$ cat src/rtl/cpu_pkg.sv
// Shared CPU definitions: default address width, PC source select encodings and
// the CALL/RET opcodes the control unit decodes into return-stack push/pop.
package cpu_pkg;

  localparam int unsigned CpuAddrW = 32;

  typedef enum logic [1:0] {
    PC_Src_Dft = 2'd0,
    PC_Src_BTA = 2'd1,
    PC_Src_JMP = 2'd2,
    PC_Src_Ra  = 2'd3
  } pc_src_e;

  localparam logic [5:0] OpCall = 6'h03;
  localparam logic [5:0] OpRet  = 6'h07;

endpackage

$ cat src/rtl/ras_mem.sv
// Return-address storage: DEPTH x ADDR_W registers, one synchronous write port and
// one asynchronous read port. Contents are not reset.
module ras_mem #(
  parameter int unsigned DEPTH  = 16,
  parameter int unsigned ADDR_W = 32,
  localparam int unsigned PTR_W = $clog2(DEPTH)
) (
  input  logic              clock,
  input  logic              we,
  input  logic [PTR_W-1:0]  waddr,
  input  logic [ADDR_W-1:0] wdata,
  input  logic [PTR_W-1:0]  raddr,
  output logic [ADDR_W-1:0] rdata
);

  logic [ADDR_W-1:0] mem_q [DEPTH];

  always_ff @(posedge clock) begin
    if (we) begin
      mem_q[waddr] <= wdata;
    end
  end

  assign rdata = mem_q[raddr];

endmodule

$ cat src/rtl/return_stack.sv
// Call/return address stack feeding the PC block. Top-of-stack is combinational.
// Define RAS_CIRCULAR_EN to let a push while full overwrite the oldest entry.
module return_stack
  import cpu_pkg::*;
#(
  parameter int unsigned DEPTH  = 16,
  parameter int unsigned ADDR_W = CpuAddrW,
  localparam int unsigned PTR_W = $clog2(DEPTH)
) (
  input  logic              clock,
  input  logic              reset,
  input  logic              push,
  input  logic              pop,
  input  logic [ADDR_W-1:0] pc_in,
  output logic [ADDR_W-1:0] return_address,
  output logic [PTR_W:0]    count,
  output logic              empty,
  output logic              full,
  output logic              overflow,
  output logic              underflow
);

  localparam logic [PTR_W:0]    FullCnt = {1'b1, {PTR_W{1'b0}}};
  localparam logic [PTR_W-1:0]  PtrOne  = PTR_W'(1);
  localparam logic [PTR_W:0]    CntOne  = (PTR_W + 1)'(1);
  localparam logic [ADDR_W-1:0] AddrOne = ADDR_W'(1);

  logic [PTR_W-1:0]  sp_q, sp_d;
  logic [PTR_W:0]    count_q, count_d;
  logic              overflow_q, overflow_d;
  logic              underflow_q, underflow_d;
  logic              mem_we;
  logic [PTR_W-1:0]  mem_waddr;
  logic [PTR_W-1:0]  top_ptr;
  logic [ADDR_W-1:0] mem_rdata;

  assign empty   = (count_q == '0);
  assign full    = (count_q == FullCnt);
  assign top_ptr = sp_q - PtrOne;

  always_comb begin
    sp_d        = sp_q;
    count_d     = count_q;
    overflow_d  = overflow_q;
    underflow_d = underflow_q;
    mem_we      = 1'b0;
    mem_waddr   = sp_q;

    if (push && pop && !empty) begin
      // Simultaneous CALL/RET replaces the top entry in place.
      mem_we    = 1'b1;
      mem_waddr = top_ptr;
    end else if (push) begin
      if (pop) begin
        underflow_d = 1'b1;
      end
      if (!full) begin
        mem_we  = 1'b1;
        sp_d    = sp_q + PtrOne;
        count_d = count_q + CntOne;
      end else begin
        overflow_d = 1'b1;
`ifdef RAS_CIRCULAR_EN
        // sp wraps, so the write lands on the oldest entry.
        mem_we = 1'b1;
        sp_d   = sp_q + PtrOne;
`endif
      end
    end else if (pop) begin
      if (empty) begin
        underflow_d = 1'b1;
      end else begin
        sp_d    = top_ptr;
        count_d = count_q - CntOne;
      end
    end

    if (reset) begin
      mem_we = 1'b0;
    end
  end

  always_ff @(posedge clock) begin
    if (reset) begin
      sp_q        <= '0;
      count_q     <= '0;
      overflow_q  <= 1'b0;
      underflow_q <= 1'b0;
    end else begin
      sp_q        <= sp_d;
      count_q     <= count_d;
      overflow_q  <= overflow_d;
      underflow_q <= underflow_d;
    end
  end

  ras_mem #(
    .DEPTH  (DEPTH),
    .ADDR_W (ADDR_W)
  ) u_ras_mem (
    .clock (clock),
    .we    (mem_we),
    .waddr (mem_waddr),
    .wdata (pc_in + AddrOne),
    .raddr (top_ptr),
    .rdata (mem_rdata)
  );

  assign return_address = empty ? '0 : mem_rdata;
  assign count          = count_q;
  assign overflow       = overflow_q;
  assign underflow      = underflow_q;

endmodule
$ cat config.mk
export PLATFORM = sky130hd
export DESIGN_NAME = return_stack
export DESIGN_NICKNAME = d
export VERILOG_FILES = /design/src/rtl/cpu_pkg.sv /design/src/rtl/ras_mem.sv /design/src/rtl/return_stack.sv
export SDC_FILE = /design/constraint.sdc
export NUM_CORES = 1
export LEC_CHECK = 0
export ABC_CLOCK_PERIOD_IN_PS = 6500
export CORE_MARGIN = 3
export CORE_UTILIZATION = 40
export CTS_CLUSTER_SIZE = 28
export DETAILED_ROUTE_END_ITERATION = 8
export GPL_ROUTABILITY_DRIVEN = 0
export PLACE_DENSITY = 0.53
export SYNTH_ARGS = -nofsm -noshare
export SYNTH_HDL_FRONTEND = slang
export SYNTH_SLANG_ARGS = --single-unit
$ cat constraint.sdc
create_clock -name clock -period 6.5 [get_ports clock]
set_clock_uncertainty 0.15 [all_clocks]
set_input_delay 1.3 -clock clock [delete_from_list [all_inputs] [get_ports clock]]
set_output_delay 1.3 -clock clock [all_outputs]
set_load 0.005 [all_outputs]
==> results of run 1 <==
synthesized netlist by cell type, types with 2 or more instances:
cell	instances	share of area
edfxtp_1	512	0.73
mux4_2	128	0.14
a21o_1	6	0.0021
nor4_1	2	0.00060
and4_1	4	0.0017
or4_1	3	0.0011
a21oi_1	12	0.0029
nand4_1	11	0.0033
dfxtp_1	11	0.011
nand3_1	21	0.0050
nor2_1	11	0.0020
xnor2_1	25	0.010
nor2b_1	7	0.0021
a211oi_1	16	0.0057
mux2i_1	69	0.033
nand2_1	13	0.0023
buf_4	5	0.0018
and2_1	3	0.00090
or4_4	2	0.0011
o22ai_1	32	0.0096
o211ai_1	3	0.0011
clkbuf_1	29	0.0052
buf_2	16	0.0038
mux2_2	5	0.0027
nand4b_1	2	0.00084
and3_1	9	0.0027
ha_1	6	0.0036
inv_1	7	0.0013
a32oi_1	2	0.00084
nor3_1	3	0.00072
xor2_1	8	0.0033
buf_1	3	0.00054
metal layers:
layer  vias up  share of wire
li1       4443              -
met4         0          0.020
met1      5502           0.45
met2       227           0.49
met3        71          0.040
met5         -              0
logic make-up after synthesis:
family                     Yosys count  synth area share
xor gates and xnor gates            33            0.0138
adders and majority gates            7           0.00454
AOI/OAI and AO/OA                   77            0.0244
DFF                                523             0.744
and+or+nand+nor                     97            0.0266
buffers and inverters               61            0.0131
muxes                              202             0.173
state kept, by name (all words and copies together), names as in the netlist:
| name | count |
|---|---|
| underflow | 1 |
| overflow | 1 |
| sp_q | 4 |
| count | 5 |
| u_ras_mem.mem_q | 512 |
how the worst max path moves through the flow:
stage	from	endpoint	cells after the start
global route	sp_q[0]	return_address[26]	6
global placement	push	u_ras_mem.mem_q[0][16]	6
floorplan	push	u_ras_mem.mem_q[10][0]	5
finish	sp_q[0]	return_address[26]	6
detailed placement	push	u_ras_mem.mem_q[0][16]	6
CTS	sp_q[0]	return_address[26]	6
power by group through the flow:
stage	clock [mW]	combinational (mW)	sequential, mW
after global placement	0	4.76	4.12
after floorplan	0	2.87	4.08
after CTS	3.10	4.78	4.06
final	3.02	4.66	4.05
after global routing	3.23	5.01	4.07
after detailed placement	0	4.77	4.13
cells in the final DEF (no fill, tap or decap), types with 6 or more instances in the layout:
| master | Yosys | final |
|---|---|---|
| clkbuf_1 | 29 | 9 |
| nand2_1 | 13 | 12 |
| and3_1 | 9 | 9 |
| nand3_1 | 21 | 21 |
| buf_4 | 5 | 35 |
| clkinv_1 | 0 | 19 |
| xor2_1 | 8 | 8 |
| clkinv_2 | 0 | 8 |
| xnor2_1 | 25 | 25 |
| nor2b_1 | 7 | 7 |
| a21oi_1 | 12 | 12 |
| nor2_1 | 11 | 11 |
| edfxtp_1 | 512 | 512 |
| nand4_1 | 11 | 11 |
| clkdlybuf4s50_1 | 0 | 76 |
| o22ai_1 | 32 | 32 |
| a21o_1 | 6 | 6 |
| inv_1 | 7 | 7 |
| mux4_2 | 128 | 128 |
| a211oi_4 | 0 | 16 |
| mux2i_1 | 69 | 68 |
| clkbuf_16 | 0 | 56 |
| dfxtp_1 | 11 | 10 |
stage by stage:
step,instance area (um^2),setup WS (ns),utilization
floorplan,21000,0.951,-
global placement,22900,1.36,0.444
detailed placement,22900,1.28,0.444
CTS,24600,0.787,0.478
global route,24700,0.581,0.478
finish,24700,1.00,0.478
worst max-delay path, delay by kind of cell, from the launching register on:
family | cells | cell delay (ns)
mux | 2 | 0.75
compound gates | 1 | 0.16
buf+inv | 3 | 1.98
flops | 1 | 0.51
final cells by class:
cell class | instances | area, um^2 | area share
clock buffers | 65 | 1440 | 0.0582
repair buffers | 115 | 1100 | 0.0448
well taps | 680 | 851 | 0.0345
flip-flops and latches | 523 | 15600 | 0.633
inverters | 7 | 26.3 | 0.00107
multi-input cells | 416 | 5340 | 0.217
clock inverters | 36 | 302 | 0.0122
==> flow_summary_export.csv, run 1 <==
group,metric,value,unit
floorplan,start_util,0.406,
final_layout,fin_nets,1161,
synthesis,avgSynthCellArea,21.0,um^2
timing,period_minus_slack,5.50,ns
global_routing,grt_pass1_wl,73.0,mm
clock_tree,htreeDepth,2,
job,maxCapViolCount,0,
floorplan,pin_count,77,
place,io_buffers,76,
timing,whs,0.319,ns
global_routing,grt_pass1_vias,10736,
global_routing,antenna_found_initial,0,
setup_path,cp_slowest_cell,"buf_4",
floorplan,die_w,235,um
synthesis,yosys_warnings,0,
final_layout,layout-drive-gt1-share,0.235,
global_routing,overflow,0,
clock_tree,cts_sinks,523,
pwr,ir_drop,0.330,mV
setup_path,crit_chain,"buf_4 -> buf_4 -> mux4_2 -> mux2i_1 -> o22ai_1 -> clkdlybuf4s50_1",
clock_tree,cts_buffer_depth,3,
clock_tree,cts_made_buffers,55,
synthesis,synthCells,1000,
setup_path,crit_path_frequent_cell,"buf_4",
clock_tree,clock_latency,0.59,ns
pwr,power.internal,7.96,mW
global_routing,grtUsageMet2,0.298,
detailed_routing,dr.pass1.iters,5,
final_layout,stdcell_count,1842,
global_routing,grt.busiest_layer,"met2",
setup_path,crit_path_end_kind,"primary output",
timing,max_clock_freq,0.182,GHz
detailed_routing,avgRoutedWirePerCell,26.9,um
synthesis,synth_fp_nets,1043,
detailed_routing,drt_iter0_drc,782,
setup_path,r2r_start,"sp_q[0]",
setup_path,start_kind,"flip-flop",
pwr,sw_frac_of_total,0.322,
min_path,hp-start,"overflow",
clock_tree,holdBufCountCts,0,
floorplan,die_height,235,um
final_layout,antennaDiodeCount,0,
setup_path,critPathRequiredTime,5.05,ns
timing,slew-limit-headroom,0.127,
detailed_routing,final_antenna_net_count,0,
synthesis,synth_edf_count,512,
timing,finalMaxSlewViolations,0,
pwr,clkPwrFrac,0.257,
global_routing,grt_start_max_net_pins,60,
min_path,hold_path_depth,2,
setup_path,reg2reg_depth,7,
floorplan,die_area,0.0552,mm^2
timing,final-hold-violation-count,0,
synthesis,synthFlopType,"edfxtp_1",
clock_tree,cts_tree,"built",
pwr,powerDensity,476,mW/mm^2
clock_tree,postCtsSetupBuffers,0,
pwr,p_comb_frac,0.397,
timing,fin_tns_setup,0,ns
synthesis,synth_cell_types,46,
min_path,hp-class,"flip-flop to flip-flop",
detailed_routing,routed_wl,49.6,mm
outcome,status,"complete, no violations",
pwr,p_leak,7.75,nW
synthesis,synth-seq-area-share,0.744,
global_routing,use_met1,0.251,
pwr,total_power,11.7,mW
place,placedCellCount,1740,
synthesis,syn-cell-area,0.0210,mm^2
timing,tightest_slew,1.30,ns
detailed_routing,dr_total_vias,10243,
floorplan,core-area,0.0516,mm^2
setup_path,critPathMaxStageDelay,0.73,ns
final_layout,fillers,4249,
place,dp_hpwl,26.8,mm
clock_tree,post_cts_resized,0,
pwr,p_switching,3.77,mW
synthesis,synth_seq_cells,523,
setup_path,crit_type,"flip-flop to primary output",
pwr,seqPwrFrac,0.346,
detailed_routing,vias_per_cell,5.56,
final_layout,area_growth,17.7,%
synthesis,synthArstFlopShare,0,
detailed_routing,drc,0,
setup_path,r2r-end,"u_ras_mem.mem_q[0][14]",
timing,rsz0062_at_grt,"no",
floorplan,row_count,83,
global_routing,grtUsageTotal,0.180,
global_routing,grt_use_met3,0.0259,
setup_path,r2r_slack,2.03,ns
timing,finalSetupViolCount,0,
clock_tree,cts_root_buf,"clkbuf_16",
min_path,min_to,"overflow",
setup_path,critPathMaxFanout,41,
setup_path,worstPathArrival,4.05,ns
timing,finalCritPeriodShare,0.846,
clock_tree,clk_pin_slew,0.06,ns
No activity file was read; power rests on OpenSTA's default activity.
==> run 2: changes to the inputs <==
ABC_CLOCK_PERIOD_IN_PS = 5300   (was 6500)
clock period = 5.3 ns   (was 6.5 ns; I/O delays follow)
==> run 2 against run 1 <==
  * Utilization increased by 0.078 points
  * Flip-flop and latch count unchanged
  * Design area increased by 0.16%
  * First-iteration DRC count decreased by 21%
  * Sequential power increased by 22%
  * Die area unchanged
  * Critical path depth unchanged
  * Non-clock buffer count increased by 5
  * Sequential share of layout area decreased by 0.10 points
  * Register-to-register slack got worse by 0.03 ns
  * Critical endpoint is now return_address[11]
  * Highest routed layer unchanged
==> flow_summary_export.csv, run 2 (same netlist as run 1, synthesis figures left out) <==
group,metric,value,unit
timing,max_clock_freq,0.209,GHz
detailed_routing,avgRoutedWirePerCell,24.9,um
timing,finalCritPeriodShare,0.902,
timing,setup_ws,0.519,ns
pwr,powerDensity,581,mW/mm^2
detailed_routing,vias_per_cell,5.51,
clock_tree,cts_root_buf,"clkbuf_16",
setup_path,start_kind,"flip-flop",
clock_tree,cts_made_buffers,54,
global_routing,grtUsageTotal,0.166,
floorplan,start_util,0.406,
timing,rsz0062_at_grt,"no",
outcome,status,"complete, no violations",
clock_tree,cts_tree,"built",
clock_tree,cts_sinks,523,
global_routing,grt_pass1_vias,10443,
global_routing,grt_pass1_wl,68.8,mm
final_layout,layout_common_cells,"edfxtp_1, mux4_2, clkdlybuf4s50_1",
floorplan,pin_count,77,
pwr,p_leak,7.78,nW
timing,slew-limit-headroom,0.140,
job,maxCapViolCount,0,
detailed_routing,drt_iter0_drc,620,
clock_tree,clock_latency,0.59,ns
setup_path,reg2reg_depth,6,
final_layout,final_common_cell,"edfxtp_1",
global_routing,grt_start_max_net_pins,89,
place,io_buffers,76,
final_layout,stdcell_count,1847,
clock_tree,postCtsSetupBuffers,0,
final_layout,largest_reg_flops,512,
final_layout,fillers,4208,
place,dp_hpwl,27.0,mm
final_layout,fin_nets,1165,
setup_path,r2r-end,"u_ras_mem.mem_q[4][9]",
final_layout,layout-drive-gt1-share,0.242,
setup_path,critPathMaxFanout,32,
final_layout,area_growth,17.9,%
final_layout,antennaDiodeCount,0,
setup_path,crit_path_end_kind,"primary output",
floorplan,die_w,235,um
place,place_ws,0.566,ns
detailed_routing,dr.pass1.iters,4,
min_path,hp-start,"underflow",
clock_tree,holdBufCountCts,0,
clock_tree,clk_pin_slew,0.06,ns
detailed_routing,routed_wl,46.0,mm
place,placedCellCount,1746,
detailed_routing,final_antenna_net_count,0,
setup_path,r2r_slack,2.00,ns
floorplan,die_height,235,um
timing,finalSetupViolCount,0,
clock_tree,post_cts_resized,0,
detailed_routing,drc,0,
timing,finalMaxSlewViolations,0,
floorplan,die_area,0.0552,mm^2
global_routing,overflow,0,
timing,tightest_slew,1.28,ns
setup_path,r2r_start,"sp_q[0]",
clock_tree,cts_buffer_depth,3,
min_path,min_to,"underflow",
final_layout,multi_input_area,0.00534,mm^2
setup_path,crit_type,"flip-flop to primary output",
setup_path,worstPathArrival,3.57,ns
clock_tree,htreeDepth,2,
min_path,hold_path_depth,2,
timing,period_minus_slack,4.78,ns
min_path,hp-class,"flip-flop to flip-flop",
pwr,ir_drop,0.642,mV
floorplan,core-area,0.0516,mm^2
final_layout,seqCellArea,0.0156,mm^2
global_routing,antenna_found_initial,1,
setup_path,critPathRequiredTime,4.09,ns
timing,final-hold-violation-count,0,
detailed_routing,dr_total_vias,10168,
final_layout,largest-register,"u_ras_mem.mem_q",
floorplan,row_count,83,
==> run 2: critical path, stage by stage, from the launching register on <==
cell	delay [ns]
dfxtp_4	0.48
inv_1	0.18
ha_4	0.22
nor2b_1	0.18
or3_2	0.90
o22ai_1	0.44
clkdlybuf4s50_1	0.57
==> run 2: worst max path at each step <==
stage | start | endpoint | slack [ns] | cells after the start
2_1_floorplan | push | u_ras_mem.mem_q[10][0] | -0.009 | 5
3_3_place_gp | pc_in[0] | u_ras_mem.mem_q[2][30] | 0.69 | 6
3_5_place_dp | pc_in[0] | u_ras_mem.mem_q[3][30] | 0.57 | 6
4_1_cts | sp_q[0] | return_address[16] | 0.42 | 6
5_1_grt | sp_q[0] | return_address[16] | 0.32 | 6
6_report | sp_q[0] | return_address[11] | 0.52 | 6
==> run 2: cell type report <==
cell class | instances | share of cell area
Timing Repair Buffer | 120 | 0.0462
Sequential cell | 523 | 0.632
Inverter | 7 | 0.00106
Clock inverter | 36 | 0.0132
Tap cell | 680 | 0.0345
Multi-Input combinational cell | 416 | 0.216
Clock buffer | 65 | 0.0573
==> run 2: per-layer routing <==
layer | vias to the layer above | GRT usage | part of all wire
met4 | 0 | 0.0486 | 0.021
met3 | 62 | 0.0257 | 0.037
met2 | 202 | 0.270 | 0.49
met1 | 5457 | 0.233 | 0.45
met5 | - | 0 | 0
li1 | 4447 | - | -
==> run 2: per-stage QoR <==
stage | hold slack, ns | TNS [ns] | area (um^2) | total power [mW] | utilization
global placement | 0.302 | 0 | 23000 | 10.9 | 0.445
detailed placement | 0.322 | 0 | 23000 | 10.9 | 0.445
CTS | 0.338 | 0 | 24700 | 14.6 | 0.478
finish | 0.327 | 0 | 24700 | 14.4 | 0.478
global route | 0.384 | 0 | 24700 | 15.1 | 0.478
floorplan | 0.310 | -2.09 | 21000 | 8.53 | -
==> run 2: report_power, final <==
group / internal, mW / switching, mW / leakage (nW) / total, mW
registers: 4.84 / 0.116 / 4.70 / 4.96
logic: 2.77 / 2.91 / 2.22 / 5.68
clock network: 2.19 / 1.54 / 0.852 / 3.72
total: 9.80 / 4.56 / 7.78 / 14.4
==> run 3: changes to the inputs <==
--- a/constraint.sdc
+++ b/constraint.sdc
@@ -4,2 +4,2 @@
 set_output_delay 1.06 -clock clock [all_outputs]
-set_load 0.005 [all_outputs]
+set_load 0.05 [all_outputs]
==> run 3 against run 2 <==
  * Register-to-register slack lost 0.55 ns
  * Total power grew 11%
  * First-iteration DRC count rose by 22%
  * Cell count did not move
  * Flip-flop and latch count unchanged
  * Combinational power rose by 27%
  * Worst hold slack lost 0.0084 ns
  * Critical path depth up 1
  * Maximum frequency is 1.5% lower
  * Critical path type unchanged
  * Largest power group unchanged
==> flow_summary_export.csv, run 3 (same netlist as run 1, synthesis figures left out) <==
group,metric,value,unit
clock_tree,cts_sinks,523,
outcome,status,"complete, no violations",
final_layout,layout_common_cells,"edfxtp_1, mux4_2, clkdlybuf4s50_1",
pwr,p_switching,6.04,mW
final_layout,stdcell_count,1847,
setup_path,crit_path_end_kind,"primary output",
timing,finalCritPeriodShare,0.916,
setup_path,critPathRequiredTime,4.09,ns
floorplan,die_area,0.0552,mm^2
place,dp_hpwl,26.0,mm
global_routing,grtUsageTotal,0.177,
pwr,p_comb_frac,0.452,
setup_path,crit_type,"flip-flop to primary output",
detailed_routing,routed_wl,48.6,mm
setup_path,start_kind,"flip-flop",
detailed_routing,dr_total_vias,10035,
clock_tree,post_cts_resized,0,
timing,final-hold-violation-count,0,
pwr,powerDensity,640,mW/mm^2
pwr,p_leak,7.81,nW
clock_tree,cts_made_buffers,54,
final_layout,final_common_cell,"edfxtp_1",
pwr,power.internal,9.86,mW
global_routing,antenna_found_initial,0,
timing,max_clock_freq,0.206,GHz
final_layout,fillers,4258,
final_layout,antennaDiodeCount,0,
timing,finalMaxSlewViolations,0,
clock_tree,holdBufCountCts,0,
timing,tightest_slew,1.30,ns
clock_tree,clock_latency,0.59,ns
clock_tree,clk_pin_slew,0.06,ns
timing,finalSetupViolCount,0,
floorplan,die_height,235,um
global_routing,overflow,0,
clock_tree,cts_buffer_depth,3,
clock_tree,postCtsSetupBuffers,0,
detailed_routing,avgRoutedWirePerCell,26.3,um
detailed_routing,drc,0,
final_layout,utilization,0.481,
final_layout,fin_nets,1166,
pwr,ir_drop,0.434,mV
pwr,sw_frac_of_total,0.380,
final_layout,seqCellArea,0.0156,mm^2
global_routing,grt_pass1_vias,10634,
clock_tree,htreeDepth,2,
setup_path,critPathMaxFanout,52,
pwr,seqPwrFrac,0.311,
floorplan,core-area,0.0516,mm^2
global_routing,grt_start_max_net_pins,86,
timing,slew-limit-headroom,0.126,
final_layout,largest_reg_flops,512,
final_layout,largest-register,"u_ras_mem.mem_q",
final_layout,area_growth,18.5,%
min_path,hp-class,"flip-flop to flip-flop",
floorplan,pin_count,77,
job,maxCapViolCount,0,
timing,rsz0062_at_grt,"no",
place,placedCellCount,1747,
detailed_routing,dr.pass1.iters,6,
timing,whs,0.319,ns
pwr,total_power,15.9,mW
detailed_routing,final_antenna_net_count,0,
detailed_routing,vias_per_cell,5.43,
place,io_buffers,76,
clock_tree,cts_root_buf,"clkbuf_16",
setup_path,worstPathArrival,3.64,ns
pwr,clkPwrFrac,0.237,
floorplan,die_w,235,um
clock_tree,cts_tree,"built",
floorplan,row_count,83,
floorplan,start_util,0.406,
final_layout,multi_input_area,0.00534,mm^2
detailed_routing,drt_iter0_drc,759,
timing,period_minus_slack,4.85,ns
final_layout,layout-drive-gt1-share,0.245,
global_routing,grt_pass1_wl,72.1,mm
## run 3: per-layer routing
metal / routed length (um) / global-route usage
met4: 973 / 0.0484
met2: 24600 / 0.300
met3: 1470 / 0.0237
met5: 0 / 0
met1: 21500 / 0.242
## run 3: per-stage QoR
stage	instance area (um^2)	TNS, ns	worst slack, ns
after floorplan	21000	-2.08	-0.00937
after global placement	23100	0	0.848
after detailed placement	23100	0	0.784
after CTS	24800	0	0.131
after global routing	24800	0	0.183
final	24800	0	0.447
## run 3: area by class of cell
class                      instances  share of cell area
tap                              680              0.0343
multi-input combinational        416               0.215
clock buffer                      65              0.0586
clock inverter                    35              0.0128
timing repair buffer             121              0.0500
inverter                           7             0.00106
sequential                       523               0.628
## run 3: worst paths after layout
| check | slack [ns] | end | cells past startpoint | from |
|---|---|---|---|---|
| worst max-delay path | 0.45 | return_address[4] | 7 | sp_q[1] |
| worst min-delay path | 0.32 | underflow | 2 | underflow |
| worst max register to register | 1.45 | u_ras_mem.mem_q[1][14] | 6 | sp_q[2] |
| worst min register to register | 0.32 | underflow | 2 | underflow |
## run 3: worst max-delay path, stage by stage, from the launching register on
cell             delay, ns
dfxtp_1               0.45
inv_1                 0.15
ha_4                  0.52
buf_12                0.35
mux4_2                0.35
mux2i_1               0.33
o22ai_1               0.13
clkdlybuf4s50_1       0.72
## run 3: power by group through the flow
| stage | sequential [mW] | clock [mW] | combinational (mW) |
|---|---|---|---|
| 2_1_floorplan | 5.07 | 0 | 4.90 |
| 3_3_place_gp | 5.02 | 0 | 7.35 |
| 3_5_place_dp | 5.03 | 0 | 7.33 |
| 4_1_cts | 4.95 | 3.86 | 7.34 |
| 5_1_grt | 4.97 | 4.01 | 7.65 |
| 6_report | 4.94 | 3.77 | 7.19 |
